--- config.mk ---
export PLATFORM = sky130hd
export DESIGN_NAME = event_log_writer
export DESIGN_NICKNAME = d
export VERILOG_FILES = /design/src/rtl/event_log_writer_pkg.sv /design/src/rtl/event_log_writer_prio_enc.sv /design/src/rtl/event_log_writer.sv
export SDC_FILE = /design/constraint.sdc
export NUM_CORES = 1
export LEC_CHECK = 0
export CAP_MARGIN = 20
export CORE_AREA = 2 2 226 283
export CTS_CLUSTER_SIZE = 12
export DETAILED_ROUTE_END_ITERATION = 8
export DIE_AREA = 0 0 228 285
export PLACE_DENSITY = 0.44
export SLEW_MARGIN = 10
export SYNTH_ARGS = -nofsm -noshare
export SYNTH_HDL_FRONTEND = slang
export SYNTH_SLANG_ARGS = --single-unit
--- constraint.sdc ---
create_clock -name clk_i -period 16.5 [get_ports clk_i]
set_input_delay 2.475 -clock clk_i [delete_from_list [all_inputs] [get_ports clk_i]]
set_output_delay 2.475 -clock clk_i [all_outputs]
set_load 0.005 [all_outputs]
--- src/rtl/event_log_writer_pkg.sv ---
// Shared widths and helpers for the event log writer.
// Record layout, MSB first: {cid, pc, addr, en, wr, ts}.
package event_log_writer_pkg;
   localparam int PC_W      = 16;
   localparam int BUS_W     = 16;
   localparam int CID_EMPTY = 0;

   function automatic int cid_width(input int n_src);
      return $clog2(n_src + 1);
   endfunction

   function automatic int rec_width(input int n_src, input int ts_w);
      return cid_width(n_src) + PC_W + BUS_W + 2 + ts_w;
   endfunction
endpackage

--- src/rtl/event_log_writer_prio_enc.sv ---
// Lowest-set-bit priority encoder; idx_o is only meaningful when valid_o is set.
module event_log_writer_prio_enc #(
   parameter int N = 6,
   localparam int IDX_W = (N > 1) ? $clog2(N) : 1
) (
   input  logic [N-1:0]     req_i,
   output logic             valid_o,
   output logic [IDX_W-1:0] idx_o
);
   always_comb begin
      valid_o = 1'b0;
      idx_o   = '0;
      for (int i = N - 1; i >= 0; i--) begin
         if (req_i[i]) begin
            valid_o = 1'b1;
            idx_o   = IDX_W'(i);
         end
      end
   end
endmodule

--- src/rtl/event_log_writer.sv ---
// Snapshots violation causes into per-source slots and drains them into the log RAM,
// lowest source first, one record per cycle, with fill/wrap status and a drop counter.
module event_log_writer
   import event_log_writer_pkg::*;
#(
   parameter int               N_SRC    = 6,
   parameter logic [N_SRC-1:0] DMA_MASK = 6'h38,
   parameter int               ADDR_W   = 16,
   parameter int               DEPTH    = 65536,
   parameter int               WRAP     = 1,
   parameter int               TS_W     = 16,
   parameter int               DROP_W   = 8,
   localparam int              CID_W    = cid_width(N_SRC),
   localparam int              REC_W    = rec_width(N_SRC, TS_W)
) (
   input  logic              clk_i,
   input  logic              reset_i,
   input  logic              log_en_i,
   input  logic              clr_ram_i,
   input  logic [N_SRC-1:0]  src_evt_i,
   input  logic [PC_W-1:0]   pc_i,
   input  logic [BUS_W-1:0]  data_addr_i,
   input  logic              data_en_i,
   input  logic              data_wr_i,
   input  logic [BUS_W-1:0]  dma_addr_i,
   input  logic              dma_en_i,
   output logic [REC_W-1:0]  wr_data_o,
   output logic [ADDR_W-1:0] wr_addr_o,
   output logic              we_o,
   output logic [ADDR_W:0]   log_cnt_o,
   output logic              log_full_o,
   output logic              log_wrapped_o,
   output logic [DROP_W-1:0] drop_cnt_o
);
   localparam int IDX_W  = (N_SRC > 1) ? $clog2(N_SRC) : 1;
   localparam int SLOT_W = PC_W + BUS_W + 2 + TS_W;
   localparam int CNT_W  = ADDR_W + 1;
   localparam int NDW    = $clog2(2 * N_SRC + 1);
   localparam int SUM_W  = DROP_W + NDW;

   logic [TS_W-1:0]   ts_q;
   logic [N_SRC-1:0]  pend_q, pend_d;
   logic [SLOT_W-1:0] slot_q [N_SRC];
   logic [SLOT_W-1:0] slot_d [N_SRC];
   logic [REC_W-1:0]  wr_data_q, wr_data_d;
   logic              we_q, we_d;
   logic [ADDR_W-1:0] wr_addr_q, wr_addr_d;
   logic [CNT_W-1:0]  log_cnt_q, log_cnt_d;
   logic              log_wrapped_q, log_wrapped_d;
   logic [DROP_W-1:0] drop_q, drop_d;

   logic              sel_vld;
   logic [IDX_W-1:0]  sel_idx;
   logic              log_full;
   logic              open;
   logic [NDW-1:0]    n_drop;
   logic [SUM_W-1:0]  drop_sum;

   event_log_writer_prio_enc #(.N(N_SRC)) u_prio (
      .req_i   (pend_q),
      .valid_o (sel_vld),
      .idx_o   (sel_idx)
   );

   assign log_full = (log_cnt_q == CNT_W'(DEPTH));
   // A stopped, full log accepts nothing: new events and anything still queued are lost.
   assign open     = (WRAP != 0) || !log_full;

   always_comb begin
      pend_d        = pend_q;
      slot_d        = slot_q;
      wr_data_d     = '0;
      we_d          = 1'b0;
      wr_addr_d     = wr_addr_q;
      log_cnt_d     = log_cnt_q;
      log_wrapped_d = log_wrapped_q;
      n_drop        = '0;

      if (we_q) begin
         if (wr_addr_q == ADDR_W'(DEPTH - 1)) begin
            wr_addr_d = '0;
            if (WRAP != 0) log_wrapped_d = 1'b1;
         end else begin
            wr_addr_d = wr_addr_q + ADDR_W'(1);
         end
      end

      if (open) begin
         if (sel_vld) begin
            pend_d[sel_idx] = 1'b0;
            wr_data_d       = {CID_W'(sel_idx) + CID_W'(1), slot_q[sel_idx]};
            we_d            = 1'b1;
            if (!log_full) log_cnt_d = log_cnt_q + CNT_W'(1);
         end
      end else begin
         for (int i = 0; i < N_SRC; i++) begin
            if (pend_q[i]) begin
               pend_d[i] = 1'b0;
               n_drop    = n_drop + NDW'(1);
            end
         end
      end

      for (int i = 0; i < N_SRC; i++) begin
         if (log_en_i && src_evt_i[i]) begin
            if (!open) begin
               n_drop = n_drop + NDW'(1);
            end else if (!pend_q[i] || (sel_vld && sel_idx == IDX_W'(i))) begin
               pend_d[i] = 1'b1;
               slot_d[i] = DMA_MASK[i] ? {pc_i, dma_addr_i, dma_en_i, 1'b0, ts_q}
                                       : {pc_i, data_addr_i, data_en_i, data_wr_i, ts_q};
            end else begin
               n_drop = n_drop + NDW'(1);
            end
         end
      end

      drop_sum = SUM_W'(drop_q) + SUM_W'(n_drop);
      drop_d   = (drop_sum > SUM_W'({DROP_W{1'b1}})) ? {DROP_W{1'b1}} : DROP_W'(drop_sum);

      if (clr_ram_i) begin
         pend_d        = '0;
         wr_data_d     = '0;
         we_d          = 1'b0;
         wr_addr_d     = '0;
         log_cnt_d     = '0;
         log_wrapped_d = 1'b0;
         drop_d        = '0;
      end
   end

   always_ff @(posedge clk_i or posedge reset_i) begin
      if (reset_i) begin
         ts_q          <= '0;
         pend_q        <= '0;
         for (int i = 0; i < N_SRC; i++) slot_q[i] <= '0;
         wr_data_q     <= '0;
         we_q          <= 1'b0;
         wr_addr_q     <= '0;
         log_cnt_q     <= '0;
         log_wrapped_q <= 1'b0;
         drop_q        <= '0;
      end else begin
         ts_q          <= ts_q + TS_W'(1);
         pend_q        <= pend_d;
         slot_q        <= slot_d;
         wr_data_q     <= wr_data_d;
         we_q          <= we_d;
         wr_addr_q     <= wr_addr_d;
         log_cnt_q     <= log_cnt_d;
         log_wrapped_q <= log_wrapped_d;
         drop_q        <= drop_d;
      end
   end

   assign wr_data_o     = wr_data_q;
   assign wr_addr_o     = wr_addr_q;
   assign we_o          = we_q;
   assign log_cnt_o     = log_cnt_q;
   assign log_full_o    = log_full;
   assign log_wrapped_o = log_wrapped_q;
   assign drop_cnt_o    = drop_q;
endmodule

# After elaboration in Yosys (flattened, before gate mapping)
# Cells that the tools add are included.
op_classes:
  addsub: 10
  n_eq_ne: 8
  bitwise_logic: 3
  n_lt_le_gt_ge: 4
  reduce_logical: 37
  muxes: 58
ops:
  columns: ["op", "count"]
  rows:
  - ["$bmux W50 S3", 1]
  - ["$mux W53", 2]
  - ["$mux W50", 2]
  - ["$mux W17", 3]
  - ["$mux W16", 3]
  - ["$mux W4", 10]
  - ["$add A16 B1 Y16 const B", 2]
  - ["$mux W1", 26]
  - ["$add A4 B1 Y4 const B", 5]
  - ["$mux W3", 6]
  - ["$add A17 B1 Y17 const B", 1]
  - ["$eq A17 B17 Y1 const B", 1]
  - ["$eq A16 B16 Y1 const B", 1]
  - ["$mux W8", 2]
  - ["$reduce_and A2 Y1", 8]
  - ["$logic_and A1 B1 Y1", 13]
  - ["$mux W6", 2]
  - ["$add A8 B4 Y9", 1]
  - ["$gt A9 B8 Y1 const B", 1]
  - ["$and A6 B6 Y6", 1]
  - ["$eq A3 B2 Y1 const B", 2]
  - ["$eq A3 B3 Y1 const B", 2]
  - ["$logic_not A1 Y1", 6]
  - ["$logic_or A1 B1 Y1", 6]
  - ["other kinds (11)", 13]
totals:
  wordCells: 134
  out_inout_bits: 97
  ff_bits: 415
  inputBits: 61

# Depth between registers and ports, before layout
depth:
  ltp_word: 30
  mapped_depth: 25
  mapped_depth_nobuf: 23

# Cells and area by module
# A second synthesis with hierarchy kept.
unflattened:
  cells_unflattened: 1401
  hier_area_um2: 18448.9
by_module_without_submodules:
  columns: ["module", "n_inst", "seq_area_each_um2", "area_each_um2", "cells_per_inst"]
  rows:
  - ["event_log_writer", 1, 10385.0, 18391.4, 1391]
  - ["event_log_writer_prio_enc", 1, 0.0, 57.6, 10]

# Worst setup path before layout
# No wires, ideal clock.
synth_timing:
  path_type: "input port to flip-flop"
  startpoint: "in log_en_i"
  endpoint: "reg drop_q[0], in the netlist drop_cnt_o[0]"
  required_time_ns: 16.364
  arrival_time_ns: 5.830
  stages: 17
  path_slack_ns: 10.534
  path_buffers: 1
  setup_time_ns: 0.136
  path_cell_list: "buf_2 nand3_1 inv_2 ha_1 inv_1 xnor2_1 mux2i_1 ha_1 mux2_2 ha_1 mux2_2 fa_1 and3_1 a211oi_1 nor2_1 nand3_1 a21oi_1"
synth_between:
  elab_chain_cells: 21
  elab_cells_between_ends: 26
  cone_classes: "add/sub: 6; order compare: 1; mux: 13; reduce/logical: 6"
synth_lines:
  columns: ["item", "line", "text"]
  rows:
  - ["start, declared", "event_log_writer.sv:18", "input logic log_en_i,"]
  - ["$logic_and A1 B1 Y1", "event_log_writer.sv:105", "if (log_en_i && src_evt_i[i]) begin"]
  - ["$mux W1", "event_log_writer.sv:105", null]
  - ["$add A4 B1 Y4", "event_log_writer.sv:113", "n_drop = n_drop + NDW'(1);"]
  - ["$mux W4", "event_log_writer.sv:108", "end else if (!pend_q[i] || (sel_vld && sel_idx == IDX_W'(i))) begin"]
  - ["$mux W4", "event_log_writer.sv:105", null]
  - ["$add A4 B1 Y4", "event_log_writer.sv:113", null]
  - ["$mux W4", "event_log_writer.sv:108", null]
  - ["$mux W4", "event_log_writer.sv:105", null]
  - ["[... 6 more ...]", null, null]
  - ["$add A4 B1 Y4", "event_log_writer.sv:113", null]
  - ["$mux W4", "event_log_writer.sv:108", null]
  - ["$mux W4 *", "event_log_writer.sv:105", null]
  - ["$add A8 B4 Y9 *", "event_log_writer.sv:118", "drop_sum = SUM_W'(drop_q) + SUM_W'(n_drop);"]
  - ["$gt A9 B8 Y1", "event_log_writer.sv:119", "drop_d = (drop_sum > SUM_W'({DROP_W{1'b1}})) ? {DROP_W{1'b1}} : DROP_W'(drop_sum);"]
  - ["$mux W8 *", "event_log_writer.sv:119", null]
  - ["$mux W8 *", "event_log_writer.sv:121", "if (clr_ram_i) begin"]
  - ["net drop_d[0]", "event_log_writer.sv:50", "logic [DROP_W-1:0] drop_q, drop_d;"]
  - ["end signal, assigned", "event_log_writer.sv:152", "drop_q <= drop_d;"]
  - ["end, declared", "event_log_writer.sv:50", null]
# The timed path passes the listed nets; every way through them passes the cells marked *.
# A chain may end at the register's enable or synchronous reset.

# Final worst setup path
layout_timing:
  startpoint: "reg pend_q[4]"
  endpoint: "reg drop_q[0], in the netlist drop_cnt_o[0]"
layout_between:
  elab_chain_cells: 29
  elab_cells_between_ends: 50
  cone_classes: "add/sub: 6; order compare: 1; eq/ne: 5; mux: 24; reduce/logical: 14"
layout_lines:
  columns: ["item", "line", "text"]
  rows:
  - ["start, declared", "event_log_writer.sv:42", "logic [N_SRC-1:0] pend_q, pend_d;"]
  - ["start signal, assigned", "event_log_writer.sv:145", "pend_q <= pend_d;"]
  - ["$mux W3 (5 in series)", "event_log_writer_prio_enc.sv:14", "if (req_i[i]) begin"]
  - ["$logic_not A3 Y1", "event_log_writer.sv:108", null]
  - ["$logic_and A1 B1 Y1", "event_log_writer.sv:108", null]
  - ["$logic_or A1 B1 Y1", "event_log_writer.sv:108", null]
  - ["$mux W1", "event_log_writer.sv:108", null]
  - ["$mux W1", "event_log_writer.sv:105", null]
  - ["$add A4 B1 Y4", "event_log_writer.sv:113", null]
  - ["$mux W4", "event_log_writer.sv:108", null]
  - ["[... 10 more ...]", null, null]
  - ["$add A4 B1 Y4", "event_log_writer.sv:113", null]
  - ["$mux W4", "event_log_writer.sv:108", null]
  - ["$mux W4 *", "event_log_writer.sv:105", null]
  - ["$add A8 B4 Y9 *", "event_log_writer.sv:118", null]
  - ["$gt A9 B8 Y1", "event_log_writer.sv:119", null]
  - ["$mux W8 *", "event_log_writer.sv:119", null]
  - ["$mux W8 *", "event_log_writer.sv:121", null]
  - ["net drop_d[0]", "event_log_writer.sv:50", null]
# Marks and branches as above.

==> flow_summary.ini <==
[status]
outcome = finished, final reports clean

[run]
max-cap-violations = 0

[clocking]
cts_tree = yes
cts.repair.resized = 0
postCtsSetupBuffers = 0
clk_latency_ps = 590
cts.path.max_buffers = 3
path_clk_slew_ps = 60
ctsHoldBuffers = 0
cts_made_buffers = 48
htree_levels = 2
clockRootBuffer = clkbuf_16
clock_sinks = 415

[synth]
synth_cell_types = 47
yosys_warnings = 0
synth_most_common_cell = dfrtp_1
synth_top_area_share_pct = 56.1
ys_seq_area_share_pct = 56.1
synth_seq_cells = 415
netlist_instances = 1603
post-synth-top-area-cell = dfrtp_1
synth_area_leaders = dfrtp_1 56%, mux2_2 18%, nand2_1 5.9%, a21oi_1 3.6%, a32oi_1 2.3%
synth_nets = 1683
synth_ff_type = dfrtp_1
synth_edf_count = 0
synthTopCellsByCount = 415 x dfrtp_1, 298 x mux2_2, 289 x nand2_1
synthArstFlopShare_pct = 100
syn_area_um2 = 18500
synth_area_per_cell_um2 = 11.5

[sta]
fin_setup_tns_ps = 0
setup_viol_count_final = 0
finClkSkew_ps = 15.2
relSlewSlack_pct = 33.0
rsz0062_at_grt = no
period_share_pct = 39.6
final_max_slew_viol_count = 0
hold_viol = 0
fin_ws_ps = 9970
period_minus_slack_ps = 6530
fmax_mhz = 153
max_slew.worst_pin.slew_ps = 1000

[route]
drt-total-wl_mm = 50.2
drc = 0
drt_iter0_drc = 582
viasPerCell = 4.86
antenna_left = 0
drt_pass1_iterations = 4
wl_per_cell_um = 19.4
num_vias = 12588

[pwr]
p_leak_uw = 0.00968
vdd_drop_max_uv = 72.5
p_per_area_nw_per_um2 = 117

[place]
hpwl_mm = 27.3
pre_cts_slack_ps = 9470
io_buffers = 157
place.gp.congestion = 0.747

[grt]
grt_pass1_wl_mm = 79.6
grt_overflow = 0
grt_pass1_vias = 13340
track_usage_pct = 15.4
antenna_found_initial = 2
grt_start_max_net_pins = 157

[critical_path]
critPathCaptureType = register
critPathSlowestCell = clkinv_2
cp_data_required_time_ps = 16930
worst-path-max-fanout = 51
r2r_end = drop_cnt_o[0]
r2r-start = pend_q[4]
start_kind = register
reg2reg_depth = 19
worst-r2r-setup-slack_ps = 9970
cpMostUsedCell = ha_1
max_stage_delay_ps = 710
crit_type = reg -> reg
path_cells = nor2b_1 > o21bai_4 > buf_4 > a21oi_4 > clkinv_2 > ha_1 > and4b_1 > xnor2_2 > xnor2_1 > ha_1 > mux2_2 > ha_1 > mux2_2 > fa_1 > and3_1 > a211oi_1 > nor2_1 > nand3_1 > a21oi_1
arrival_ps = 6960

[hold_path]
hp-start = slot_q[250]
min_path_cells = 2
min_to = slot_q[250]
hold_class = reg -> reg

[layout]
drive_above_1_share_pct = 23.5
syn2layout_area_growth_pct = 21.4
final_nets = 1794

[die]
num_rows = 103
fp.dieH_um = 285
start_util_pct = 29.5
coreArea_um2 = 62600
dieArea_um2 = 65000
fp.dieW_um = 228
io_pins = 158
==> final cells by class <==
type	instances	area (um2)
antenna	1	2.50
clock buffer	71	1420
tap	840	1050
multi-input combinational	1053	7680
sequential	415	10400
timing repair buffer	173	1720
inverter	23	96.3
fill	6261	40200
clock inverter	13	103
==> report_power, final <==
part | total [uW] | switching, uW | internal (uW)
clock | 1040 | 429 | 607
combinational | 394 | 206 | 188
sequential | 1190 | 57.4 | 1130
==> registers in the layout (all words and copies together) (netlist names) <==
| name | cells |
|---|---|
| log_wrapped_o | 1 |
| ts_q | 16 |
| log_cnt_o | 17 |
| slot_q | 297 |
| we_o | 1 |
| drop_cnt_o | 8 |
| pend_q | 6 |
| wr_data_o | 53 |
| wr_addr_o | 16 |
==> metrics by stage <==
stage               utilization (%)  cells  instance area (um2)  total power, uW  hold WS, ps
floorplan                         -   1603                18500             1450          450
global placement               33.4   2504                20900             1610          469
detailed placement             33.4   2504                20900             1610          479
CTS                            35.8   2588                22400             2680          492
global route                   35.8   2588                22400             2760          509
finish                         35.8   2589                22500             2620          483
==> placed cells by master, fill, tap and decap left out, types with 5 or more instances in the layout <==
cell type and n:
ha_1 18, clkbuf_16 49, xnor2_1 20, nand3_1 25, dfrtp_1 415, nand4_1 13
a21oi_1 128, clkbuf_1 11, mux2_2 298, and3_1 10, a32oi_1 49, a21oi_4 5
nor2_1 45, o22a_1 49, inv_1 19, xor2_1 19, o21ai_0 21, buf_4 14
nor3_1 6, clkdlybuf4s50_1 157, clkinv_2 10, nand2_1 287, or3_1 14, clkbuf_8 11
==> cells by family (layout without fill, tap and decap cells) <==
| group | count (synthesis) | in the layout | share of synthesized area [%] |
|---|---|---|---|
| simple gates | 427 | 427 | 9.91 |
| flops | 415 | 415 | 56.1 |
| fa+ha+maj | 19 | 19 | 1.33 |
| buf+inv | 135 | 280 | 2.91 |
| other cells | 1 | 2 | 0.0203 |
| compound gates | 263 | 263 | 9.27 |
| mux | 302 | 302 | 18.4 |
| xor+xnor | 41 | 41 | 2.02 |
==> per-layer routing <==
layer,up-vias,track usage (%),wire (um)
met3,58,2.81,1950
met5,-,0,13
li1,5836,-,-
met2,194,26.3,24400
met4,2,3.73,863
met1,6498,20.4,22900
==> worst max-delay path: cells and delay by family (launching register included) <==
kind | cells | cell delay, ps
multiplexers | 2 | 590
XOR/XNOR | 2 | 450
buffers and inverters | 2 | 1080
flip-flops | 1 | 460
adder cells (fa/ha/maj) | 4 | 1590
AO/OA/AOI/OAI | 4 | 880
AND/OR/NAND/NOR | 5 | 1310
==> how the worst max path moves through the flow <==
stage                          endpoint  depth (start not counted)       from
final                     drop_cnt_o[0]                         19  pend_q[4]
after CTS                 drop_cnt_o[1]                         19  pend_q[4]
after global routing      drop_cnt_o[5]                         19  pend_q[4]
after global placement    drop_cnt_o[1]                         14   log_en_i
after floorplan           drop_cnt_o[0]                          1    reset_i
after detailed placement  drop_cnt_o[3]                         14   log_en_i
No activity file was read; power rests on OpenSTA's default activity.
